<file path="src/rtl/saturn_pkg.sv">
// rtl/saturn_pkg.sv - shared instruction classes, opcode nibbles and framer states
package saturn_pkg;

  typedef enum logic [2:0] {
    CLS_NONE,
    CLS_RTN,
    CLS_MODE,
    CLS_RSTK,
    CLS_PTR,
    CLS_LC,
    CLS_JUMP,
    CLS_EXT
  } ins_class_e;

  typedef enum logic [1:0] {
    S_FIRST,
    S_COLLECT,
    S_ERR
  } frm_state_e;

  localparam logic [3:0] OP_BLK0  = 4'h0;
  localparam logic [3:0] OP_P     = 4'h2;
  localparam logic [3:0] OP_LC    = 4'h3;
  localparam logic [3:0] OP_GOTO  = 4'h6;
  localparam logic [3:0] OP_GOSUB = 4'h7;
  localparam logic [3:0] OP_EXT   = 4'hE;

endpackage

</file>
<file path="src/rtl/saturn_ins_len.sv">
// rtl/saturn_ins_len.sv - instruction length/class decode from the first two nibbles
// Length is 0 while it still depends on a second nibble that has not arrived.
module saturn_ins_len
  import saturn_pkg::*;
#(
  parameter int LEN_W = 5
) (
  input  logic [3:0]       i_n0,
  input  logic [3:0]       i_n1,
  input  logic             i_have_n1,
  output logic [LEN_W-1:0] o_len,
  output ins_class_e       o_class,
  output logic             o_illegal
);

  always_comb begin
    o_len     = '0;
    o_class   = CLS_NONE;
    o_illegal = 1'b0;
    case (i_n0)
      OP_BLK0: begin
        if (i_have_n1) begin
          if (!i_n1[3]) begin
            o_len   = LEN_W'(2);
            // 0-3 returns, 4-5 SETHEX/SETDEC, 6-7 return stack moves
            o_class = i_n1[2] ? (i_n1[1] ? CLS_RSTK : CLS_MODE) : CLS_RTN;
          end else if (i_n1 == OP_EXT) begin
            o_len   = LEN_W'(4);
            o_class = CLS_EXT;
          end else begin
            o_illegal = 1'b1;
          end
        end
      end
      OP_P: begin
        o_len   = LEN_W'(2);
        o_class = CLS_PTR;
      end
      OP_LC: begin
        o_class = CLS_LC;
        if (i_have_n1) o_len = LEN_W'(3) + LEN_W'(i_n1);
      end
      OP_GOTO, OP_GOSUB: begin
        o_len   = LEN_W'(4);
        o_class = CLS_JUMP;
      end
      default: o_illegal = 1'b1;
    endcase
  end

endmodule

</file>
<file path="src/rtl/saturn_ins_framer.sv">
// rtl/saturn_ins_framer.sv - collects variable-length nibble instructions for execute
// Collection of the next instruction overlaps a held output; only its last nibble waits.
module saturn_ins_framer
  import saturn_pkg::*;
#(
  parameter int MAX_NIBBLES = 18,
  parameter int ADDR_W      = 20,
  parameter int LEN_W       = 5
) (
  input  logic                     i_clk,
  input  logic                     i_reset,
  input  logic                     i_en_dec,
  input  logic                     i_stalled,
  input  logic [ADDR_W-1:0]        i_pc,
  input  logic [3:0]               i_nibble,
  output logic                     o_inc_pc,
  output logic                     o_ins_valid,
  input  logic                     i_ins_ready,
  output logic [ADDR_W-1:0]        o_ins_addr,
  output logic [LEN_W-1:0]         o_ins_len,
  output ins_class_e               o_ins_class,
  output logic [4*MAX_NIBBLES-1:0] o_ins_nibs,
  output logic                     o_dec_error
);

  frm_state_e                  state_q, state_d;
  logic [LEN_W-1:0]            cnt_q, cnt_d;
  logic [LEN_W-1:0]            len_q, len_d;
  ins_class_e                  cls_q, cls_d;
  logic [ADDR_W-1:0]           addr_q, addr_d;
  logic [MAX_NIBBLES-1:0][3:0] buf_q, buf_d;

  logic                        valid_q, valid_d;
  logic [ADDR_W-1:0]           out_addr_q, out_addr_d;
  logic [LEN_W-1:0]            out_len_q, out_len_d;
  ins_class_e                  out_cls_q, out_cls_d;
  logic [MAX_NIBBLES-1:0][3:0] out_nibs_q, out_nibs_d;
  logic                        err_q, err_d;

  logic [3:0]       dec_n0;
  logic             dec_have_n1;
  logic [LEN_W-1:0] dec_len;
  ins_class_e       dec_class;
  logic             dec_illegal;

  logic [LEN_W-1:0] tgt_len;
  ins_class_e       tgt_cls;
  logic             bad_nib;
  logic             final_nib;
  logic             acc;

  assign dec_n0      = (state_q == S_FIRST) ? i_nibble : buf_q[0];
  assign dec_have_n1 = (state_q == S_COLLECT) && (cnt_q == LEN_W'(1));

  saturn_ins_len #(
    .LEN_W(LEN_W)
  ) u_len (
    .i_n0      (dec_n0),
    .i_n1      (i_nibble),
    .i_have_n1 (dec_have_n1),
    .o_len     (dec_len),
    .o_class   (dec_class),
    .o_illegal (dec_illegal)
  );

  // The target length is only trusted from the second nibble onward.
  assign tgt_len   = dec_have_n1 ? dec_len : len_q;
  assign tgt_cls   = dec_have_n1 ? dec_class : cls_q;
  assign bad_nib   = (state_q == S_FIRST) ? dec_illegal
                   : (dec_have_n1 && (dec_illegal || (dec_len > LEN_W'(MAX_NIBBLES))));
  assign final_nib = (state_q == S_COLLECT) && !bad_nib && ((cnt_q + LEN_W'(1)) == tgt_len);

  assign acc = i_reset & i_en_dec & ~i_stalled & ~err_q
             & ~(valid_q & ~i_ins_ready & final_nib);

  always_comb begin
    state_d    = state_q;
    cnt_d      = cnt_q;
    len_d      = len_q;
    cls_d      = cls_q;
    addr_d     = addr_q;
    buf_d      = buf_q;
    valid_d    = valid_q;
    out_addr_d = out_addr_q;
    out_len_d  = out_len_q;
    out_cls_d  = out_cls_q;
    out_nibs_d = out_nibs_q;
    err_d      = err_q;

    if (!i_stalled && valid_q && i_ins_ready) valid_d = 1'b0;

    if (acc) begin
      case (state_q)
        S_FIRST: begin
          addr_d   = i_pc;
          buf_d    = '0;
          buf_d[0] = i_nibble;
          cnt_d    = LEN_W'(1);
          if (bad_nib) begin
            state_d = S_ERR;
            err_d   = 1'b1;
          end else begin
            state_d = S_COLLECT;
          end
        end
        S_COLLECT: begin
          buf_d[cnt_q] = i_nibble;
          cnt_d        = cnt_q + LEN_W'(1);
          if (dec_have_n1) begin
            len_d = dec_len;
            cls_d = dec_class;
          end
          if (bad_nib) begin
            state_d = S_ERR;
            err_d   = 1'b1;
          end else if (final_nib) begin
            state_d    = S_FIRST;
            cnt_d      = '0;
            valid_d    = 1'b1;
            out_addr_d = addr_q;
            out_len_d  = tgt_len;
            out_cls_d  = tgt_cls;
            out_nibs_d = buf_d;
          end
        end
        default: ;
      endcase
    end
  end

  always_ff @(posedge i_clk) begin
    if (!i_reset) begin
      state_q    <= S_FIRST;
      cnt_q      <= '0;
      len_q      <= '0;
      cls_q      <= CLS_NONE;
      addr_q     <= '0;
      buf_q      <= '0;
      valid_q    <= 1'b0;
      out_addr_q <= '0;
      out_len_q  <= '0;
      out_cls_q  <= CLS_NONE;
      out_nibs_q <= '0;
      err_q      <= 1'b0;
    end else begin
      state_q    <= state_d;
      cnt_q      <= cnt_d;
      len_q      <= len_d;
      cls_q      <= cls_d;
      addr_q     <= addr_d;
      buf_q      <= buf_d;
      valid_q    <= valid_d;
      out_addr_q <= out_addr_d;
      out_len_q  <= out_len_d;
      out_cls_q  <= out_cls_d;
      out_nibs_q <= out_nibs_d;
      err_q      <= err_d;
    end
  end

  assign o_inc_pc    = acc;
  assign o_ins_valid = valid_q;
  assign o_ins_addr  = out_addr_q;
  assign o_ins_len   = out_len_q;
  assign o_ins_class = out_cls_q;
  assign o_ins_nibs  = out_nibs_q;
  assign o_dec_error = err_q;

endmodule

</file>
<file path="config.mk">
export PLATFORM = sky130hd
export DESIGN_NAME = saturn_ins_framer
export DESIGN_NICKNAME = d
export VERILOG_FILES = /design/src/rtl/saturn_pkg.sv /design/src/rtl/saturn_ins_len.sv /design/src/rtl/saturn_ins_framer.sv
export SDC_FILE = /design/constraint.sdc
export NUM_CORES = 1
export LEC_CHECK = 0
export ABC_CLOCK_PERIOD_IN_PS = 9000
export BUFFER_PORTS_ARGS = -buffer_cell sky130_fd_sc_hd__clkbuf_2
export CAP_MARGIN = 20
export CORE_AREA = 2 2 142 213
export DETAILED_ROUTE_END_ITERATION = 7
export DIE_AREA = 0 0 144 215
export MAX_ROUTING_LAYER = met4
export SLEW_MARGIN = 20
export SYNTH_ARGS = -nofsm -noshare
export SYNTH_HDL_FRONTEND = slang
export SYNTH_SLANG_ARGS = --single-unit
</file>
<file path="constraint.sdc">
create_clock -name i_clk -period 9 [get_ports i_clk]
set_input_delay 1.8 -clock i_clk [delete_from_list [all_inputs] [get_ports i_clk]]
set_output_delay 1.8 -clock i_clk [all_outputs]
set_load 0.01 [all_outputs]
</file>
==> impl_metrics.yaml <==
sta:
  hold_viol_final: 0
  fmax_mhz: 148.7
  setup_viol: 0
  rsz0062_at_grt: "false"
  slew_violations: 0
  finalClockSkew_ps: 16.97
  holdWs_ps: 455.9
  maxSlewHeadroom_pct: 31.09
  period_needed_ps: 6727
  finalSetupTns_ps: 0
  final.period_utilization_pct: 74.74
  tightest_slew_ps: 1026
logic_synthesis:
  synth_nets: 1091
  synth_area_um2: 8900
  synth_commonest_cells: "dfxtp_1, nand2_1, nor2_1"
  synth_cell_type_count: 64
  synth_edf_count: 0
  ys_seq_area_share_pct: 47.01
  synth-main-ff-cell: "dfxtp_1"
  async_flop_share_pct: 0
  synth_most_common_cell: "dfxtp_1"
  yosys_warnings: 0
  synth_cells: 1056
  synth_top_area_share_pct: 47.01
  yosys_register_bits: 209
  yosysTopAreaCell: "dfxtp_1"
  synth_area_leaders: "dfxtp_1, nand2_1, mux2i_1, nor2_1, a211oi_1"
  syn_avg_cell_area_um2: 8.428
critical_path:
  path_cells: "clkbuf_2 > clkinv_1 > ha_1 > or3_1 > a221o_1 > and3_1 > o21ai_1 > o211ai_1 > o31a_1 > clkbuf_2"
  slowest_stage: "clkinv_1"
  end_kind: "primary output"
  rr_startpoint: "cnt_q[0]$_SDFFE_PN0P_"
  critPathMaxStageDelay_ps: 480
  crit_family: "compound AO/OA/AOI/OAI gates"
  cp.buffers_inverters: 3
  setup.worst_path.start: "i_nibble[0]"
  critPathKind: "in2out"
  crit_fanout: 19
  critPathArrivalTime_ps: 4930
  cp.required_ps: 7200
  cp-start-kind: "primary input"
  path_common_cell: "clkbuf_2"
placed_design:
  hpwl_mm: 17.92
  port_buffers: 131
  gp_congestion: 0.9006
clock_network:
  ctsHoldBuffers: 0
  cts_root_buffer: "clkbuf_16"
  post_cts_buffers: 0
  cts.sinks: 209
  htreeDepth: 1
  cts_inserted_buffers: 21
  insertion_delay_ps: 510
  clk_pin_slew_ps: 60
  cts_tree: "yes"
  cts_resized: 0
  cts_buffer_depth: 3
route:
  antenna_left: 0
  wl_met3_mm: 1.398
  routed-wl-met2_mm: 13.36
  dr.pass1.iters: 5
  post-route-drc-count: 0
  post_drt_wl_per_cell_um: 17.23
  vias: 7864
  drtIter0Drc: 700
  wl_met1_mm: 10.75
  routed_wl_mm: 26.58
  dr.max_layer_used: "met4"
  avgViaCountPerCell: 5.097
floorplan:
  dieWidth_um: 144
  design.die.area_um2: 30960
  coreArea_um2: 29190
  design.portCount: 132
  rows: 77
  die_h_um: 215
  start_util_pct: 30.49
finish:
  area_growth_pct: 17.76
  drive_gt1_share_pct: 16.38
  antenna_cells: 0
  final_nets: 1170
pwr:
  cellPowerDensity_nw_per_um2: 182.9
  vdd_drop_max_uv: 104.7
  leakage_nw: 3.667
  power_mw: 1.917
worst_hold_path:
  hold_path_class: "reg2reg"
  holdCritStartpoint: "addr_q[15]$_SDFFE_PN0P_"
global_route:
  grt_pass1_wl_mm: 41.63
  antenna_found_initial: 0
  grt_max_degree: 87
  grt_pass1_vias: 7557
  grt.overflow.total: 0
  grt_use_total_pct: 17.50
run_status:
  status: "finished clean"
run:
  maxCapViolCount: 0
==> metal layers <==
metal | track usage (%) | vias to the layer above
met1 | 20.19 | 3670
li1 | - | 3905
met5 | - | -
met2 | 30.14 | 238
met3 | 2.184 | 51
met4 | 7.614 | 0
==> cells in the final DEF (no fill, tap or decap), types with 8 or more instances in the layout <==
cell       instances
nand4_1            8
inv_1             14
nand2b_1          12
o21ai_0           32
o22ai_1           60
a211oi_1          54
nand2_1          180
nand3_1           18
a311oi_1          25
dfxtp_1          209
clkbuf_2         130
a21oi_1           59
clkbuf_16         21
mux2i_1           53
nor2_1           136
buf_4              8
==> area by class of cell <==
type                       count  area (µm²)
clock inverter                 8       97.59
clock buffer                  28       591.8
multi-input combinational    745        4289
sequential                   209        4184
tap                          395       494.2
inverter                      17       66.31
fill                        3061       18710
timing repair buffer         141       757.0
==> power by group <==
| group | internal, mW | switching, mW |
|---|---|---|
| Clock | 0.520 | 0.372 |
| Combinational | 0.0238 | 0.0655 |
| Sequential | 0.931 | 0.00478 |
==> cells by family after synthesis <==
logic type	after synthesis	share of synthesized area (%)
AND/OR/NAND/NOR	397	19.13
multiplexers	54	6.087
adder cells (fa/ha/maj)	6	0.8435
XOR/XNOR	8	0.7873
flip-flops	209	47.01
AO/OA/AOI/OAI	280	21.14
buffers and inverters	102	4.991
==> through the flow <==
| step | utilization, % | std cells | setup slack (ps) | instance area (µm²) |
|---|---|---|---|---|
| after floorplan | - | 1056 | 3041 | 8900 |
| after global placement | 33.43 | 1505 | 2414 | 9759 |
| after detailed placement | 33.45 | 1505 | 2300 | 9764 |
| after CTS | 35.81 | 1541 | 2299 | 10450 |
| after global routing | 35.90 | 1543 | 2072 | 10480 |
| final | 35.90 | 1543 | 2273 | 10480 |
==> sequential cells by signal (all words and copies together), names as in the netlist, 3 cells and up <==
name         flops
addr_q          20
buf_q           72
cls_q            3
cnt_q            5
len_q            5
o_ins_addr      20
o_ins_class      3
o_ins_len        5
o_ins_nibs      72
==> tightest hold or removal path, cell delays in order, from the launching register on <==
cell and delay, ps:
dfxtp_1 310, nand2_1 50, o21ai_0 60
==> worst paths after layout <==
check,to,slack [ps],depth (start not counted)
max,o_inc_pc,2270,10
max reg2reg,o_ins_nibs[35]$_SDFFE_PN0P_,3910,12
min,addr_q[15]$_SDFFE_PN0P_,460,2
min reg2reg,addr_q[15]$_SDFFE_PN0P_,460,2
No activity file was read; power rests on OpenSTA's default activity.
